--- config.mk ---
export PLATFORM = sky130hd
export DESIGN_NAME = mio_wait_ctrl
export DESIGN_NICKNAME = d
export VERILOG_FILES = /design/src/rtl/mio_wait_ctrl.sv
export SDC_FILE = /design/constraint.sdc
export NUM_CORES = 1
export LEC_CHECK = 0
export ABC_AREA = 1
export BUFFER_PORTS_ARGS = -buffer_cell sky130_fd_sc_hd__clkbuf_2
export CAP_MARGIN = 20
export CORE_MARGIN = 4
export CORE_UTILIZATION = 49
export DETAILED_ROUTE_END_ITERATION = 7
export PLACE_DENSITY_LB_ADDON = 0.2
export SLEW_MARGIN = 25
export SYNTH_ARGS = -nofsm -noshare
export SYNTH_HDL_FRONTEND = slang
export SYNTH_SLANG_ARGS = --single-unit
--- constraint.sdc ---
create_clock -name clk -period 3.07 [get_ports clk]
set_clock_uncertainty 0.15 [all_clocks]
set_input_delay 0.921 -clock clk [delete_from_list [all_inputs] [get_ports clk]]
set_output_delay 0.921 -clock clk [all_outputs]
set_load 0.005 [all_outputs]
--- src/rtl/mio_wait_ctrl.sv ---
// Memory/IO bus sequencer: one read/write access with minimum wait states and a ready timeout.
// Latency: request seen in IDLE -> earliest done pulse MIN_WAIT+2 cycles later.
// Backpressure: stall holds the controller while a request is pending or in ACCESS; requests are ignored in DONE/ERR.
module mio_wait_ctrl #(
    parameter int AW       = 32,
    parameter int DW       = 32,
    parameter int MIN_WAIT = 0,
    parameter int MAX_WAIT = 15
) (
    input  logic          clk,
    input  logic          reset,
    input  logic          req_rd,
    input  logic          req_wr,
    input  logic [AW-1:0] addr_in,
    input  logic [DW-1:0] wdata_in,
    input  logic          MIO_ready,
    input  logic [DW-1:0] mio_rdata,
    output logic [AW-1:0] mem_addr,
    output logic [DW-1:0] mem_wdata,
    output logic          mem_rd,
    output logic          mem_wr,
    output logic          CPU_MIO,
    output logic [DW-1:0] rdata_out,
    output logic          done,
    output logic          timeout,
    output logic          stall,
    output logic [2:0]    state_out
);

    typedef enum logic [2:0] {
        ST_IDLE   = 3'd0,
        ST_ACCESS = 3'd1,
        ST_DONE   = 3'd2,
        ST_ERR    = 3'd3
    } state_t;

    // A zero-width counter is not legal, so MAX_WAIT=0 still gets one bit.
    localparam int CW = (MAX_WAIT > 0) ? $clog2(MAX_WAIT + 1) : 1;
    localparam logic [CW-1:0] MAX_C = CW'(MAX_WAIT);

    state_t          r_state;
    state_t          w_next_state;
    logic [CW-1:0]   r_cnt;
    logic [CW-1:0]   w_next_cnt;
    logic            r_is_wr;
    logic [AW-1:0]   r_addr;
    logic [DW-1:0]   r_wdata;
    logic [DW-1:0]   r_rdata;

    logic            w_req;
    logic            w_min_ok;
    logic            w_hit;
    logic            w_last;

    assign w_req  = req_rd | req_wr;
    assign w_last = (r_cnt == MAX_C);
    assign w_hit  = w_min_ok & MIO_ready;

    // With no minimum wait, ready is honoured from the first ACCESS cycle.
    generate
        if (MIN_WAIT == 0) begin : g_no_min
            assign w_min_ok = 1'b1;
        end else begin : g_min
            localparam logic [CW-1:0] MIN_C = CW'(MIN_WAIT);
            assign w_min_ok = (r_cnt >= MIN_C);
        end
    endgenerate

    // State and wait counter registers.
    always_ff @(posedge clk or negedge reset) begin
        if (!reset) begin
            r_state <= ST_IDLE;
            r_cnt   <= '0;
        end else begin
            r_state <= w_next_state;
            r_cnt   <= w_next_cnt;
        end
    end

    // Next state and counter; the counter stops at MAX_WAIT since ACCESS ends there anyway.
    always_comb begin
        w_next_state = r_state;
        w_next_cnt   = r_cnt;
        case (r_state)
            ST_IDLE: begin
                if (w_req) begin
                    w_next_state = ST_ACCESS;
                    w_next_cnt   = '0;
                end
            end
            ST_ACCESS: begin
                if (w_hit) begin
                    w_next_state = ST_DONE;
                end else if (w_last) begin
                    w_next_state = ST_ERR;
                end else begin
                    w_next_cnt = r_cnt + 1'b1;
                end
            end
            ST_DONE:  w_next_state = ST_IDLE;
            ST_ERR:   w_next_state = ST_IDLE;
            default:  w_next_state = ST_IDLE;
        endcase
    end

    // Latch request on acceptance (write wins when both are raised); capture read data on completion.
    always_ff @(posedge clk or negedge reset) begin
        if (!reset) begin
            r_is_wr <= 1'b0;
            r_addr  <= '0;
            r_wdata <= '0;
            r_rdata <= '0;
        end else begin
            if (r_state == ST_IDLE && w_req) begin
                r_is_wr <= req_wr;
                r_addr  <= addr_in;
                r_wdata <= wdata_in;
            end
            if (r_state == ST_ACCESS && w_hit && !r_is_wr) begin
                r_rdata <= mio_rdata;
            end
        end
    end

    assign mem_addr  = r_addr;
    assign mem_wdata = r_wdata;
    assign rdata_out = r_rdata;
    assign CPU_MIO   = (r_state == ST_ACCESS);
    assign mem_rd    = (r_state == ST_ACCESS) & ~r_is_wr;
    assign mem_wr    = (r_state == ST_ACCESS) &  r_is_wr;
    assign done      = (r_state == ST_DONE);
    assign timeout   = (r_state == ST_ERR);
    // Reset gates the request term so every output reads 0 while reset is held.
    assign stall     = reset & ((r_state == ST_ACCESS) | ((r_state == ST_IDLE) & w_req));
    assign state_out = r_state;

endmodule
==> reports/metrics.yaml <==
outcome:
  status: "completed"
synth:
  syn_area_per_cell_um2: 8.864
  syn_inst: 474
  synth_edf_count: 0
  async_flop_share: 1.000
  synth-compound-area-share: 0.002978
  synth_xor_area_frac: 0
  yosys.area_share.simple: 0.3261
  yosys.area_share.adder: 0.002978
  synthesis.area_mm2: 0.004202
  yosys.cell_types.count: 18
  synth_top_area_cell: "dfrtp_1"
  synth_area_leaders: "dfrtp_1, nand2_1, nand3_1, buf_4, buf_2"
  synth.ff_latch_count: 103
  synth_top_family_by_area: "simple AND/OR/NAND/NOR gates"
  seq_area_frac_synth: 0.6135
  yosysMostFrequentCell: "nand2_1"
  yosys.area.top_type_share: 0.6135
  synth_common_cells: "nand2_1, dfrtp_1, nand3_1"
  synth_warnings: 0
  dominantRegCellSynth: "dfrtp_1"
  synth_nets: 576
  synthMuxAreaShare: 0
route:
  drtIter0Drc: 179
  wl_per_cell_um: 13.91
  first_pass_iters: 4
  routed_via_density: 4.937
  remaining_drc_errors: 0
  drtAntennaViolNets: 0
  routed_wl_mm: 10.76
  dr_total_vias: 3816
timing:
  fin_tns_setup_ns: 0
  tightest_slew_ns: 0.6738
  maxSlewHeadroom: 0.5508
  drv_slew: 0
  setup_viol: 0
  period_share: 0.8444
  fin_ws_ns: 0.4778
  min_period_ns: 2.592
  timing.fmax_mhz: 385.8
  hold_viol_final: 0
  rsz0062_at_grt: "false"
critical_path:
  startpoint: "req_wr"
  crit_path_end: "stall"
  start_kind: "input pin"
  crit_fanout: 2
  r2r-end: "rdata_out[6]$_DFFE_PN0P_"
  reg2reg_slack_ns: 1.15
  crit_type: "input pin to output port"
  rr_worst_depth: 7
  worstPathArrival_ns: 1.52
  critPathCaptureType: "output port"
  rr_startpoint: "state_out[1]$_DFFE_PN0P_"
  cp.required_ns: 2.00
clock_network:
  clk_pin_slew_ns: 0.08
  cts_buffer_depth: 2
  clock-sinks: 103
  tritoncts: "done"
  ctsHoldBuffers: 0
  cts_setup_buffers: 0
  numCtsBuffers: 9
  cts_resized: 0
  clk_latency_ns: 0.34
  htree_levels: 3
  cts-root-buf: "clkbuf_8"
hold_path:
  min-delay-path-class: "register to register"
final_layout:
  area_growth_pct: 29.36
  fin_nets: 766
  drive_above_1_share: 0.3458
  n_antenna_cell: 0
pwr:
  power_w: 0.005319
  ir_drop_uv: 507.0
  p_leak_nw: 3.256
  power_density_mw_per_mm2: 978.6
grt:
  antenna_found_initial: 0
  grt_pass1_vias: 3723
  grt_max_degree: 68
  overflow: 0
  grt_pass1_wl_mm: 17.61
  grtUsageTotal: 0.2178
placed_design:
  portBuffers: 204
  dp_hpwl_mm: 7.907
  post-place-ws_ns: 0.4940
  routabilityCongestion: 0.7906
floorplan:
  die-area_mm2: 0.01012
  core-area_mm2: 0.008299
  die_w_um: 100.6
  num_rows: 33
  start_util: 0.5063
  chipHeight_um: 100.6
  io-pin-count: 206
flow_run:
  maxCapViolCount: 0
==> kinds of logic (layout without fill, tap and decap cells) <==
group	Yosys count	after routing
fa+ha+maj	1	1
flops	103	103
buf+inv	43	237
other cells	1	1
compound gates	2	2
simple gates	324	324
==> layer usage <==
metal,track usage,vias to the layer above,share of wire
li1,-,1872,-
met1,0.2922,1754,0.42
met2,0.3463,174,0.47
met3,0.04913,16,0.086
met4,0.08394,0,0.020
met5,0,-,0
==> state kept, by name (all words and copies together), names as in the netlist <==
signal and cells:
mem_addr 32, mem_wdata 32, r_cnt 4, r_is_wr 1
rdata_out 32, state_out 2
==> layout by cell type, fill, tap and decap left out <==
cell	n
ha_1	1
a21boi_0	1
bufinv_16	1
inv_1	11
o21ai_0	1
buf_4	8
clkbuf_1	1
clkbuf_8	11
nand4_1	1
nand3_1	100
nand2_4	1
clkinvlp_4	1
nand2_2	3
clkinv_2	1
conb_1	1
clkbuf_2	203
nor2_8	1
dfrtp_1	103
nand2_1	211
nor2_4	1
nor2_1	6
==> worst min path at each step <==
stage | from | end | slack [ns] | cells after the start
floorplan | r_cnt[3]$_DFFE_PN0P_ | r_cnt[3]$_DFFE_PN0P_ | 0.31 | 2
global placement | mem_addr[6]$_DFFE_PN0P_ | mem_addr[6]$_DFFE_PN0P_ | 0.30 | 2
detailed placement | rdata_out[5]$_DFFE_PN0P_ | rdata_out[5]$_DFFE_PN0P_ | 0.31 | 2
CTS | mem_addr[5]$_DFFE_PN0P_ | mem_addr[5]$_DFFE_PN0P_ | 0.33 | 2
global route | mem_addr[5]$_DFFE_PN0P_ | mem_addr[5]$_DFFE_PN0P_ | 0.35 | 2
finish | mem_addr[5]$_DFFE_PN0P_ | mem_addr[5]$_DFFE_PN0P_ | 0.32 | 2
==> worst max-delay path, cell delays in order <==
cell and delay (ns):
clkbuf_2 0.08, inv_1 0.05, nand2_2 0.07, nand2_2 0.05
a21boi_0 0.20, clkbuf_2 0.15
==> stage by stage <==
| stage | instance area, µm² | cells | hold WS, ns | util |
|---|---|---|---|---|
| global route | 5435 | 773 | 0.3471 | 0.6549 |
| CTS | 5435 | 773 | 0.3287 | 0.6549 |
| detailed placement | 5238 | 758 | 0.3074 | 0.6311 |
| floorplan | 4202 | 474 | 0.3141 | - |
| global placement | 5238 | 758 | 0.3028 | 0.6311 |
| finish | 5435 | 773 | 0.3209 | 0.6549 |
==> cell type report <==
class,count,area (µm²)
sequential,103,2577
multi-input combinational,328,1411
clock inverter,3,42.54
timing repair buffer,211,1076
clock buffer,12,155.1
fill,702,2864
inverter,11,41.29
tap,105,131.4
==> where the power goes <==
| group | switching (W) | total, W | leakage, nW | internal [W] |
|---|---|---|---|---|
| Clock | 0.000421 | 0.000838 | 0.0985 | 0.000417 |
| Combinational | 0.00122 | 0.00209 | 1.88 | 0.000863 |
| Sequential | 0.000404 | 0.00240 | 1.28 | 0.00199 |
| Total | 0.00205 | 0.00532 | 3.26 | 0.00327 |
No activity file was read; power rests on OpenSTA's default activity.
